### src/rtl/sram_uart_tx.sv
// SRAM readback streamer: reads len bytes from base upward and sends each one on tx as an 8N1 frame.
// Optional macro SRAM_UART_TX_PARITY_EN adds an even-parity bit to each frame (8E1).
module sram_uart_tx #(
    parameter int CLKS_PER_BIT = 52,
    parameter int ADDR_W       = 17,
    parameter int RD_WAIT      = 2
) (
    input  logic              clk,
    input  logic              rst,
    input  logic              start,
    input  logic [ADDR_W-1:0] base,
    input  logic [ADDR_W:0]   len,
    input  logic [7:0]        data_i,
    output logic              ncs,
    output logic              noe,
    output logic              nwe,
    output logic [ADDR_W-1:0] addr,
    output logic              tx,
    output logic              busy,
    output logic              done
);

    typedef enum logic [2:0] {
        IDLE,
        READ,
        START,
        DATA,
`ifdef SRAM_UART_TX_PARITY_EN
        PARITY,
`endif
        STOP,
        FIN
    } state_t;

    localparam logic [15:0] BAUD_END = 16'(CLKS_PER_BIT - 1);
    localparam logic [3:0]  RD_END   = 4'(RD_WAIT - 1);
    localparam logic [3:0]  RD_GAP   = 4'(RD_WAIT);

    state_t            state_q, state_d;
    logic [15:0]       baud_q, baud_d;
    logic [2:0]        bitc_q, bitc_d;
    logic [3:0]        rdc_q, rdc_d;
    logic [ADDR_W:0]   rem_q, rem_d;
    logic [7:0]        sh_q, sh_d;
    logic [ADDR_W-1:0] addr_d;
    logic              tx_d, ncs_d, busy_d, done_d;
    logic              baud_end;

    assign nwe      = 1'b1;
    assign baud_end = (baud_q == BAUD_END);

    always_ff @(posedge clk or posedge rst) begin
        if (rst) begin
            state_q <= IDLE;
            baud_q  <= '0;
            bitc_q  <= '0;
            rdc_q   <= '0;
            rem_q   <= '0;
            sh_q    <= '0;
            addr    <= '0;
            tx      <= 1'b1;
            ncs     <= 1'b1;
            noe     <= 1'b1;
            busy    <= 1'b0;
            done    <= 1'b0;
        end else begin
            state_q <= state_d;
            baud_q  <= baud_d;
            bitc_q  <= bitc_d;
            rdc_q   <= rdc_d;
            rem_q   <= rem_d;
            sh_q    <= sh_d;
            addr    <= addr_d;
            tx      <= tx_d;
            ncs     <= ncs_d;
            noe     <= ncs_d;
            busy    <= busy_d;
            done    <= done_d;
        end
    end

    // Outputs are computed for the state being entered, so they register in step with it.
    always_comb begin
        state_d = state_q;
        baud_d  = baud_q;
        bitc_d  = bitc_q;
        rdc_d   = rdc_q;
        rem_d   = rem_q;
        sh_d    = sh_q;
        addr_d  = addr;
        tx_d    = tx;
        ncs_d   = ncs;
        busy_d  = busy;
        done_d  = 1'b0;
        case (state_q)
            IDLE: begin
                tx_d  = 1'b1;
                ncs_d = 1'b1;
                // done still high means the transfer just ended; a start here is too early
                if (start && !done) begin
                    busy_d = 1'b1;
                    rem_d  = len;
                    if (len == '0) begin
                        state_d = FIN;
                    end else begin
                        state_d = READ;
                        addr_d  = base;
                        ncs_d   = 1'b0;
                        rdc_d   = '0;
                    end
                end
            end
            READ: begin
                rdc_d = rdc_q + 4'd1;
                if (rdc_q == RD_END) begin
                    sh_d  = data_i;
                    ncs_d = 1'b1;
                end
                if (rdc_q == RD_GAP) begin
                    rdc_d   = '0;
                    baud_d  = '0;
                    tx_d    = 1'b0;
                    state_d = START;
                end
            end
            START: begin
                baud_d = baud_q + 16'd1;
                if (baud_end) begin
                    baud_d  = '0;
                    bitc_d  = '0;
                    tx_d    = sh_q[0];
                    state_d = DATA;
                end
            end
            DATA: begin
                baud_d = baud_q + 16'd1;
                if (baud_end) begin
                    baud_d = '0;
                    bitc_d = bitc_q + 3'd1;
                    if (bitc_q == 3'd7) begin
`ifdef SRAM_UART_TX_PARITY_EN
                        tx_d    = ^sh_q;
                        state_d = PARITY;
`else
                        tx_d    = 1'b1;
                        state_d = STOP;
`endif
                    end else begin
                        tx_d = sh_q[bitc_q + 3'd1];
                    end
                end
            end
`ifdef SRAM_UART_TX_PARITY_EN
            PARITY: begin
                baud_d = baud_q + 16'd1;
                if (baud_end) begin
                    baud_d  = '0;
                    tx_d    = 1'b1;
                    state_d = STOP;
                end
            end
`endif
            STOP: begin
                baud_d = baud_q + 16'd1;
                if (baud_end) begin
                    baud_d = '0;
                    rem_d  = rem_q - {{ADDR_W{1'b0}}, 1'b1};
                    if (rem_q == {{ADDR_W{1'b0}}, 1'b1}) begin
                        state_d = FIN;
                    end else begin
                        addr_d  = addr + {{(ADDR_W-1){1'b0}}, 1'b1};
                        ncs_d   = 1'b0;
                        rdc_d   = '0;
                        state_d = READ;
                    end
                end
            end
            FIN: begin
                done_d  = 1'b1;
                busy_d  = 1'b0;
                state_d = IDLE;
            end
            default: state_d = IDLE;
        endcase
    end

endmodule

### config.mk
export PLATFORM = sky130hd
export DESIGN_NAME = sram_uart_tx
export DESIGN_NICKNAME = d
export VERILOG_FILES = /design/src/rtl/sram_uart_tx.sv
export SDC_FILE = /design/constraint.sdc
export NUM_CORES = 1
export LEC_CHECK = 0
export BUFFER_PORTS_ARGS = -buffer_cell sky130_fd_sc_hd__buf_2
export CAP_MARGIN = 20
export CORE_AREA = 5 5 104 106
export CTS_BUF_LIST = sky130_fd_sc_hd__clkbuf_4
export DETAILED_ROUTE_END_ITERATION = 10
export DIE_AREA = 0 0 109 111
export PLACE_DENSITY = 0.69
export SYNTH_ARGS = -nofsm -noshare
export SYNTH_HDL_FRONTEND = slang
export SYNTH_SLANG_ARGS = --single-unit
### constraint.sdc
create_clock -name clk -period 3.7 [get_ports clk]
set_input_delay 0.74 -clock clk [delete_from_list [all_inputs] [get_ports clk]]
set_output_delay 0.74 -clock clk [all_outputs]
set_load 0.01 [all_outputs]
== Yosys cells after proc, flatten, opt, wreduce, memory -nomap -nowiden ==
Index checks and enable logic that the tools add are counted.
Storage, ports and cells
  register bits: 73
  bits in latches: 0
  RAM bits: 0
  ROM bits: 0
  input bits: 46
  memories: 0
Cells by class
  add/subtract/negate cells: 5
  multiply operators: 0
  div/mod/pow operators: 0
  magnitude comparators: 1
  eq/ne operators: 19
  shift-type cells: 0
  mux-type cells: 45
  bitwise operators: 0
  reduce and logical (&&, ||, !) cells: 21
Operators by type and width (count)
  2-to-1 mux 17 bit: 4
  2-to-1 mux 18 bit: 2
  case mux 18 bit (2 select lines): 1
  case mux 17 bit (2 select lines): 1
  2-to-1 mux 16 bit: 2
  case mux 16 bit (2 select lines): 1
  2-to-1 mux 3 bit: 10
  2-to-1 mux 4 bit: 5
  == test 18 x 1 -> 1 bit (second input constant): 1
  logical NOT 18 bit: 1
  inequality test 2 bit (second input constant): 9
  subtractor 18 x 1 -> 18 bit (second input constant): 1
  adder 17 x 1 -> 17 bit (second input constant): 1
  adder 16 x 1 -> 16 bit (second input constant): 1
  == test 16 x 6 -> 1 bit (second input constant): 1
  case mux 3 bit (5 select lines): 1
  2-to-1 mux 1 bit: 12
  case mux 4 bit (3 select lines): 1
  AND reduction 5 bit: 2
  == test 3 bit (second input constant): 3
  AND reduction 4 bit: 2
  nonzero test 2 bit: 4
  == test 3 x 2 -> 1 bit (second input constant): 2
  case mux 3 bit (2 select lines): 1
  19 further kinds: 22

== Longest topological paths before layout ==
Gate-level depths: netlist of the first run.
  depth after elaboration: 6
  depth in mapped cells: 9
  depth with buffers taken out: 7

== Worst setup path before layout of the first run ==
No wires, ideal clock.
  path type: flip-flop to flip-flop
  start point: register rem_q[10]
  end point: register addr[9]
  library setup time: 124 ps
  arrival: 2451 ps
  path slack: 1125 ps
  cell stages (with the launch flop): 9
  period minus slack after synthesis: 2575 ps
  path through: dfrtp_1 -> or4_4 -> or4_4 -> or4_4 -> buf_6 -> and3_4 -> buf_6 -> a21oi_2 -> a21oi_1
Between the ends
  word-level cells in the longest chain between the ends: 3
RTL lines
  start, declared: RTL line 43  | logic [ADDR_W:0] rem_q, rem_d;
  start signal, assigned: RTL line 71  | rem_q <= rem_d;
  == test 18 x 1 -> 1 bit: RTL line 168  | if (rem_q == {{ADDR_W{1'b0}}, 1'b1}) begin
  inequality test 2 bit (no line)
  AND reduction 5 bit (no line)
  end signal, assigned: RTL line 73  | addr <= addr_d;
  end, declared: RTL line 17  | output logic [ADDR_W-1:0] addr,
Every way passes these cells.
A chain may end at the register's enable or synchronous reset.

== Worst setup path after layout of the first run ==
  start point: register rem_q[10]
  end point: register addr[0]
Same word-level chain as after synthesis.

==> impl_metrics.toml, run 1 <==
[outcome]
status = "completed"

[clock_tree]
numCtsBuffers = 9
clk_path_buf_depth = 2
cts_tree = "yes"
root_buffer = "clkbuf_4"
path_clk_slew_ns = 0.14
hold_buffers = 0
cts_setup_buffers = 0
clk-insertion-delay-late_ns = 0.44
cts_htree_levels = 3
cts_sinks = 73
cts_resized = 0

[job]
maxCapViolations = 0

[global_route]
grt_usage_pct = 18.32
grt_first_pass_wirelength_um = 18260
grt_pass1_vias = 3805
grt_overflow_total = 0
grt_max_degree = 41
antenna_found_initial = 0

[die]
rows = 36
initial_utilization_pct = 44.21
core-area_um2 = 9684
chipHeight_um = 111
die_w_um = 109
io_pins = 69
die_area_um2 = 12100

[route]
ant_nets = 0
vias = 3965
dr.pass1.iters = 5
wirelength_um = 10510
post_drt_wl_per_cell_um = 15.39
drc = 0
vias_per_cell = 5.805
drtIter0Drc = 241

[power]
power_density_nw_per_um2 = 599.1
power_leakage_uw = 0.001988
ir_worst_vdd_v = 0.0003161

[final_layout]
finalNetCount = 597
mostFrequentLayoutCells = "71 x dfrtp_1, 67 x buf_2, 53 x a21oi_1"
area_growth_pct = 13.27
diodes = 0
drive_above_1_share_pct = 21.45
layout_commonest_cell = "dfrtp_1"
utilization_pct = 50.08
fin_area_um2 = 4850

[synth]
yosysSeqAreaShare_pct = 42.72
yosys_warnings = 0
synth-edff-count = 0
synthesis.area_um2 = 4282
ys_ff_latch = 73
async_flop_share_pct = 100.0
synth.top_cell.area_share_pct = 41.50
yosysTopAreaCell = "dfrtp_1"
synth.avg_cell_area_um2 = 8.702
syn-num-nets = 544
synthCells = 492
ys_types = 59
synth-main-ff-cell = "dfrtp_1"
synth_area_leaders = "dfrtp_1 41%, a21oi_1 6.2%, o21ai_0 6.0%"

[setup_path]
start_kind = "register"
worst_setup_path_end_kind = "register"
worstPathMaxFanout = 28
crit_type = "reg -> reg"
required_ns = 4.00
cp_data_arrival_time_ns = 2.98

[timing]
fmaxAchievable_ghz = 0.3735
fin_crit_ns = 2.678
slew_violations = 0
relSlewSlack_pct = 51.40
period_share_pct = 72.37
final-hold-violation-count = 0
worstMarginPinSlew_ns = 0.7279
setup_violations = 0
rsz0062_at_grt = "no"
finalSetupTns_ns = 0
fin_skew_ns = 0.02204

[place]
dp_hpwl_um = 7354
place.gp.congestion = 0.8547
port_buffers = 67
place_area_um2 = 4683

[min_path]
min_path_type = "in -> async"
[cell usage after synthesis (3+ instances only)]
cell / instances
o22ai_1: 10
and2_1: 3
or4_4: 3
dfrtp_1: 71
o211ai_1: 5
nand3_1: 27
nand4_1: 7
inv_1: 10
nand2_1: 45
clkbuf_1: 24
a41oi_1: 4
a22oi_1: 3
and3_1: 5
nor3b_1: 4
a21oi_1: 53
or4_1: 4
o31ai_1: 7
and4_1: 3
o21ai_0: 51
o21a_1: 3
a32oi_1: 3
mux2_2: 10
a2bb2oi_2: 3
xor2_1: 3
nor2_1: 37
ha_1: 6
or3_1: 4
buf_6: 4
o22a_1: 3
o21ai_1: 13
nor3_1: 14
nor4_1: 10
[per-layer routing]
metal / part of all wire (%) / GRT usage [%] / up-vias
li1: - / - / 1942
met1: 46 / 25.98 / 1878
met2: 46 / 28.38 / 131
met3: 5.8 / 3.262 / 14
met4: 1.4 / 5.556 / 0
met5: 0 / 0 / -
[worst max-delay path: stages (launching register included)]
cell and delay, ns:
dfrtp_1 0.44, or4_4 0.57, or4_4 0.43, or4_4 0.58, nand3_4 0.28, or3_1 0.16
o211ai_1 0.08
[per-stage QoR]
| stage | instances | total power (uW) | hold WS (ns) | worst slack, ns |
|---|---|---|---|---|
| 2_1_floorplan | 492 | 2013 | 0.4538 | 1.110 |
| 3_3_place_gp | 667 | 2290 | 0.4678 | 1.007 |
| 3_5_place_dp | 667 | 2327 | 0.4835 | 0.9526 |
| 4_1_cts | 683 | 2922 | 0.4249 | 1.022 |
| 5_1_grt | 683 | 3134 | 0.4604 | 0.8985 |
| 6_report | 683 | 2906 | 0.4029 | 1.022 |
[power breakdown]
| group | switching [uW] | leakage [uW] | internal [uW] |
|---|---|---|---|
| clock | 311 | 0.0000792 | 284 |
| sequential | 380 | 0.000888 | 1100 |
| combinational | 413 | 0.00102 | 416 |
| total | 1100 | 0.00199 | 1800 |
[registers in the layout (all words and copies together), names as in the netlist]
signal and cells:
bitc_q 3, rdc_q 4, rem_q 18, done 1, sh_q 8, noe 1, busy 1, baud_q 16
addr 17, tx 1, state_q 3
[cell type report]
| class | count | area (um2) |
|---|---|---|
| clock buffer | 10 | 75.07 |
| fill | 935 | 4835 |
| sequential | 73 | 1829 |
| clock inverter | 6 | 91.34 |
| inverter | 10 | 37.54 |
| timing repair buffer | 75 | 395.4 |
| tap | 133 | 166.4 |
| multi-input combinational | 376 | 2255 |
[kinds of logic (layout without fill, tap and decap cells)]
logic type               after synthesis  after routing  share of synthesized area [%]
multiplexers                          14             14                          4.150
XOR/XNOR                               4              4                         0.8184
flip-flops                            73             73                          42.72
other                                  1              1                        0.08758
buffers and inverters                 43            101                          4.705
AO/OA/AOI/OAI                        173            173                          24.28
adder cells (fa/ha/maj)                6              6                          1.753
AND/OR/NAND/NOR                      178            178                          21.48
[path summary, 6_finish.rpt]
kind / startpoint / to / slack (ns) / cells past startpoint
max in group asynchronous: rst / tx$_DFFE_PP1P_ / 2.36 / 3
max reg2reg: rem_q[10]$_DFFE_PP0P_ / addr[0]$_DFFE_PP0P_ / 1.02 / 6
min: rst / addr[7]$_DFFE_PP0P_ / 0.40 / 2
min reg2reg: bitc_q[2]$_DFFE_PP0P_ / bitc_q[2]$_DFFE_PP0P_ / 0.51 / 2
min in group clk: bitc_q[2]$_DFFE_PP0P_ / bitc_q[2]$_DFFE_PP0P_ / 0.51 / 2
max: rem_q[10]$_DFFE_PP0P_ / addr[0]$_DFFE_PP0P_ / 1.02 / 6
No activity file was read; power rests on OpenSTA's default activity.
==> inputs of run 2 (changes only) <==
--- a/config.mk
+++ b/config.mk
@@ -11,7 +11,7 @@
 export CTS_BUF_LIST = sky130_fd_sc_hd__clkbuf_4
 export DETAILED_ROUTE_END_ITERATION = 10
 export DIE_AREA = 0 0 109 111
-export PLACE_DENSITY = 0.69
+export PLACE_DENSITY = 0.71
 export SYNTH_ARGS = -nofsm -noshare
 export SYNTH_HDL_FRONTEND = slang
 export SYNTH_SLANG_ARGS = --single-unit
==> constraint.sdc (replaced) <==
create_clock -name clk -period 2.45 [get_ports clk]
set_input_delay 0.49 -clock clk [delete_from_list [all_inputs] [get_ports clk]]
set_output_delay 0.49 -clock clk [all_outputs]
set_load 0.01 [all_outputs]
==> run 2 against run 1 <==
Cell count rose by 3.1%; non-clock buffer count rose by 20; largest power group unchanged; critical path type unchanged; first-iteration DRC count rose by 16%; sequential share of layout area fell by 1.2 points; cell area rose by 3.1%.
==> impl_metrics.toml, run 2 (synthesized netlist as in run 1, its figures left out) <==
[min_path]
min_path_type = "in -> async"

[route]
drc = 0
wirelength_um = 10980
ant_nets = 0
vias = 4076
drtIter0Drc = 280
vias_per_cell = 5.790
dr.pass1.iters = 6
post_drt_wl_per_cell_um = 15.59

[global_route]
grt.met2_usage_pct = 27.60
grt_max_degree = 74
grt_util_met1_pct = 26.05
top_usage_layer = "met2"
grt_first_pass_wirelength_um = 18200
grt_usage_pct = 18.47
grt_pass1_vias = 3792
met3_usage_pct = 4.659
antenna_found_initial = 1
grt_overflow_total = 0

[place]
pre_cts_slack_ns = 0.003580
dp_hpwl_um = 7666
place.gp.congestion = 0.8685
port_buffers = 67
place_area_um2 = 4831

[final_layout]
finalNetCount = 618
area_growth_pct = 16.83
layout_commonest_cell = "dfrtp_1"
utilization_pct = 51.65
mostFrequentLayoutCells = "71 x dfrtp_1, 67 x buf_2, 53 x a21oi_1"
fin_area_um2 = 5002
drive_above_1_share_pct = 24.21
largest_reg_flops = 18
top_regs = "rem_q x18, addr x17, baud_q x16"
top_register = "rem_q"
final.fill_count = 919

[power]
ir_worst_vdd_v = 0.0004972
power_leakage_uw = 0.002081
power_density_nw_per_um2 = 874.3

[setup_path]
required_ns = 2.77
start_kind = "register"
r2r-end = "rdc_q[3]$_DFFE_PP0P_"
crit_slowest_cell = "or4_4"
cp_data_arrival_time_ns = 2.71
crit_type = "reg -> reg"
cp.depth = 7
reg2reg_slack_ns = 0.05
critPathMostFrequentCell = "or4_4"
path_delay_family = "simple AND/OR/NAND/NOR gates"
reg2regPathDepth = 7
worst_setup_path_end_kind = "register"
crit_buf_inv = 1
cp_cell_sequence = "or4_4, or4_4, or4_4, buf_6, nand3_2, xor2_1, nor2_1"
startpoint = "rem_q[10]$_DFFE_PP0P_"
critPathMaxStageDelay_ns = 0.51
r2r-start = "rem_q[10]$_DFFE_PP0P_"
endpoint = "rdc_q[3]$_DFFE_PP0P_"
worstPathMaxFanout = 4

[die]
io_pins = 69
chipHeight_um = 111
rows = 36
die_area_um2 = 12100
core-area_um2 = 9684
initial_utilization_pct = 44.21
die_w_um = 109

[timing]
fin_skew_ns = 0.02043
setup_violations = 0
relSlewSlack_pct = 62.98
hold_ws_ns = 0.1190
final-hold-violation-count = 0
period_share_pct = 97.79
fmaxAchievable_ghz = 0.4174
fin_crit_ns = 2.396
worstMarginPinSlew_ns = 0.5511
finalSetupTns_ns = 0
rsz0062_at_grt = "yes"
slew_violations = 0
fin_ws_ns = 0.05411

[clock_tree]
clk_path_buf_depth = 2
cts_sinks = 73
path_clk_slew_ns = 0.13
cts_tree = "yes"
cts_htree_levels = 3
clk-insertion-delay-late_ns = 0.44
numCtsBuffers = 9
root_buffer = "clkbuf_4"

[outcome]
status = "completed"

[job]
maxCapViolations = 0
-- run 2: cell count changes in the layout (fill, tap and decap cells not counted), moves of 2 or more --
cell / previous run / this run
buf_6: 0 / 3
nand3_2: 0 / 2
clkinvlp_4: 3 / 1
buf_4: 8 / 24
clkinv_2: 0 / 2
-- run 2: power breakdown --
group,internal [uW],switching [uW]
Clock,300,430
Sequential,1670,529
Combinational,722,726
Total,2690,1680
-- run 2: worst min path at each step --
stage / cells after the start / from / end / slack (ns)
floorplan: 2 / bitc_q[1]$_DFFE_PP0P_ / bitc_q[1]$_DFFE_PP0P_ / 0.45
detailed placement: 2 / bitc_q[1]$_DFFE_PP0P_ / bitc_q[1]$_DFFE_PP0P_ / 0.49
global placement: 2 / bitc_q[1]$_DFFE_PP0P_ / bitc_q[1]$_DFFE_PP0P_ / 0.47
CTS: 3 / rst / addr[5]$_DFFE_PP0P_ / 0.11
global route: 3 / rst / addr[5]$_DFFE_PP0P_ / 0.13
finish: 3 / rst / addr[1]$_DFFE_PP0P_ / 0.12
-- run 2: routing by layer --
layer  wire length [um]  part of all wire (%)
met3                772                   7.0
met1               5012                    46
met5                  0                     0
met4                206                   1.9
met2               4984                    45
-- run 2: cell type report --
class / instances / area [um2] / area share, %
flip-flops and latches: 73 / 1829 / 36.57
clock buffers: 9 / 67.56 / 1.351
inverters: 10 / 37.54 / 0.7504
clock inverters: 6 / 60.06 / 1.201
well taps: 133 / 166.4 / 3.327
repair buffers: 95 / 569.3 / 11.38
diodes: 1 / 2.502 / 0.05002
multi-input cells: 377 / 2270 / 45.37
-- run 2: metrics by stage --
step | std cells | total power, uW
after global placement | 685 | 3547
final | 704 | 4373
after CTS | 700 | 4378
after detailed placement | 685 | 3635
after floorplan | 492 | 3040
after global routing | 704 | 4709
-- run 2: repair_timing --
item / 4_1_cts / 5_1_grt
setup endpoints to repair: 0 / 13
hold buffers: 0 / 0
resized for setup: 0 / 4
setup buffers: 0 / 2
-- run 2: worst reg2reg max path, stage by stage (launching register included) --
cell	delay, ns
dfrtp_1	0.40
or4_4	0.51
or4_4	0.43
or4_4	0.50
buf_6	0.16
nand3_2	0.07
xor2_1	0.15
nor2_1	0.05
==> inputs of run 3 (changes only) <==
==> config.mk (replaced) <==
export PLATFORM = sky130hd
export DESIGN_NAME = sram_uart_tx
export DESIGN_NICKNAME = d
export VERILOG_FILES = /design/src/rtl/sram_uart_tx.sv
export SDC_FILE = /design/constraint.sdc
export NUM_CORES = 1
export LEC_CHECK = 0
export ABC_AREA = 1
export BUFFER_PORTS_ARGS = -buffer_cell sky130_fd_sc_hd__buf_2
export CAP_MARGIN = 20
export CORE_AREA = 2 2 99 101
export CTS_BUF_LIST = sky130_fd_sc_hd__clkbuf_4
export DETAILED_ROUTE_END_ITERATION = 10
export DIE_AREA = 0 0 101 103
export PLACE_DENSITY = 0.81
export SYNTH_ARGS = -nofsm -noshare
export SYNTH_HDL_FRONTEND = slang
export SYNTH_SLANG_ARGS = --single-unit
==> run 3 against run 2 <==
Sequential share of layout area is 2.6 points lower; synthesized cell count up 48%; combinational power is 94% lower; clock skew rose by 0.0056 ns; critical path type unchanged; critical endpoint is now addr[8]$_DFFE_PP0P_.
==> impl_metrics.toml, run 3 <==
[final_layout]
top_register = "rem_q"
final_cells = 913
layout_commonest_cell = "nand2_1"
top_regs = "rem_q x18, addr x17, baud_q x16"
mostFrequentLayoutCells = "252 x nand2_1, 100 x nor2_1, 71 x dfrtp_1"
finalNetCount = 846
diodes = 0
drive_above_1_share_pct = 16.15
area_growth_pct = 10.54
fin_area_um2 = 5391
largest_reg_flops = 18

[clock_tree]
cts_sinks = 73
root_buffer = "clkbuf_4"
cts_setup_buffers = 0
clk_path_buf_depth = 2
cts_resized = 0
cts_tree = "yes"
hold_buffers = 0
numCtsBuffers = 9
clk-insertion-delay-late_ns = 0.45
cts_htree_levels = 3
path_clk_slew_ns = 0.13

[setup_path]
critPathMaxStageDelay_ns = 0.70
required_ns = 2.76
crit_slowest_cell = "dfrtp_1"
start_kind = "register"
cp_cell_sequence = "nand2_2, buf_4, nor2_1, nand3_1, nand2_1, nor2_4, buf_4, nand2_1, o21ai_0"
worstPathMaxFanout = 30
cp_data_arrival_time_ns = 2.37
path_delay_family = "flip-flops"
crit_type = "reg -> reg"
worst_setup_path_end_kind = "register"
crit_buf_inv = 2

[route]
wirelength_um = 11900
vias_per_cell = 5.380
vias = 4912
ant_nets = 0
drtIter0Drc = 254
dr.pass1.iters = 6
post_drt_wl_per_cell_um = 13.04
drc = 0

[global_route]
grt_overflow_total = 0
grt_max_degree = 74
antenna_found_initial = 0
grt_first_pass_wirelength_um = 20790
grt_pass1_vias = 4684
grt_usage_pct = 24.88

[die]
die_w_um = 101
core-area_um2 = 9459
rows = 36
io_pins = 69
chipHeight_um = 103
die_area_um2 = 10400
initial_utilization_pct = 51.56

[power]
power_leakage_uw = 0.002807
ir_worst_vdd_v = 0.0002271
power_density_nw_per_um2 = 364.5

[synth]
synth.top_cell.area_share_pct = 36.43
ys_ff_latch = 73
yosysTopAreaCell = "dfrtp_1"
ys_types = 37
synthesis.area_um2 = 4877
yosys_warnings = 0
synth-edff-count = 0
synthTopCellsByCount = "252 x nand2_1, 100 x nor2_1, 71 x dfrtp_1"
synth.avg_cell_area_um2 = 6.718
async_flop_share_pct = 100.0
synth-main-ff-cell = "dfrtp_1"
synthCells = 726
yosysSeqAreaShare_pct = 37.51
yosysMostFrequentCell = "nand2_1"
syn-num-nets = 778
synth_area_leaders = "dfrtp_1 36%, nand2_1 19%, nor2_1 7.7%"

[timing]
setup_violations = 0
hold_ws_ns = 0.1110
relSlewSlack_pct = 64.25
period_share_pct = 83.92
rsz0062_at_grt = "no"
final-hold-violation-count = 0
fmaxAchievable_ghz = 0.4863
fin_crit_ns = 2.056
finalSetupTns_ns = 0
slew_violations = 0
fin_skew_ns = 0.02598
worstMarginPinSlew_ns = 0.5363

[place]
place.gp.congestion = 0.9444
place_inst = 897
port_buffers = 67
place_area_um2 = 5281
dp_hpwl_um = 8837

[job]
maxCapViolations = 0

[outcome]
status = "completed"

[min_path]
min_path_type = "in -> async"
[run 3: cell count changes after synthesis, moves of 6 or more]
cell / previous run / this run
a21oi_1: 53 / 9
inv_1: 10 / 65
nand2_1: 45 / 252
nor4_1: 10 / 1
nand3_1: 27 / 62
xor2_1: 3 / 9
o21ai_0: 51 / 44
clkbuf_1: 24 / 1
nor2_2: 0 / 9
nor2_1: 37 / 100
o22ai_1: 10 / 4
[run 3: through the flow]
stage | util [%] | setup WS, ns | power [uW]
6_report | 57.00 | 0.3938 | 1965
3_3_place_gp | 55.83 | 0.4101 | 1323
5_1_grt | 57.00 | 0.1203 | 2058
2_1_floorplan | - | 0.1100 | 1271
4_1_cts | 57.00 | 0.4054 | 1991
3_5_place_dp | 55.83 | 0.4121 | 1326
[run 3: power breakdown]
group | switching [uW] | internal [uW] | total [uW]
Combinational | 47.6 | 37.8 | 85.4
Clock | 451 | 213 | 664
Sequential | 3.84 | 1210 | 1220
Total | 503 | 1460 | 1960
[run 3: per-layer routing]
metal  vias to the layer above  share of wire [%]  global-route usage [%]
met5                         -                  0                       0
met4                         0                2.1                   10.91
met3                        22                5.5                   3.390
met2                       153                 48                   41.95
met1                      2278                 45                   32.18
li1                       2459                  -                       -
[run 3: cell type report]
cell class	instances	area [um2]
repair buffers	74	400.4
clock inverters	6	35.03
inverters	68	255.2
multi-input cells	568	2654
flip-flops and latches	73	1829
fillers	912	4068
well taps	114	142.6
clock buffers	10	75.07
[run 3: logic make-up after synthesis]
kind of cell    Yosys count  share of synthesized area (%)
simple gates            461                          40.10
buf+inv                  85                          8.080
compound gates           84                          9.466
flops                    73                          37.51
xor+xnor                  9                          1.616
mux                       7                          1.616
fa+ha+maj                 6                          1.539
other cells               1                        0.07689
[run 3: worst paths after layout]
| path | end | slack, ns | start | cells after the start |
|---|---|---|---|---|
| worst max-delay path | addr[8]$_DFFE_PP0P_ | 0.39 | state_q[2]$_DFFE_PP0P_ | 9 |
| worst min-delay path | baud_q[7]$_DFFE_PP0P_ | 0.11 | rst | 3 |
| worst max register to register | addr[8]$_DFFE_PP0P_ | 0.39 | state_q[2]$_DFFE_PP0P_ | 9 |
| worst min register to register | sh_q[2]$_DFFE_PP0P_ | 0.52 | sh_q[2]$_DFFE_PP0P_ | 1 |
| max in group asynchronous | tx$_DFFE_PP1P_ | 1.99 | rst | 3 |
| min in group clk | sh_q[1]$_DFFE_PP0P_ | 0.28 | data_i[1] | 2 |
[run 3: worst register-to-register path, cell delays in order (launching register included)]
cell,delay (ns)
dfrtp_1,0.70
nand2_2,0.17
buf_4,0.26
nor2_1,0.14
nand3_1,0.10
nand2_1,0.15
nor2_4,0.04
buf_4,0.21
nand2_1,0.08
o21ai_0,0.09
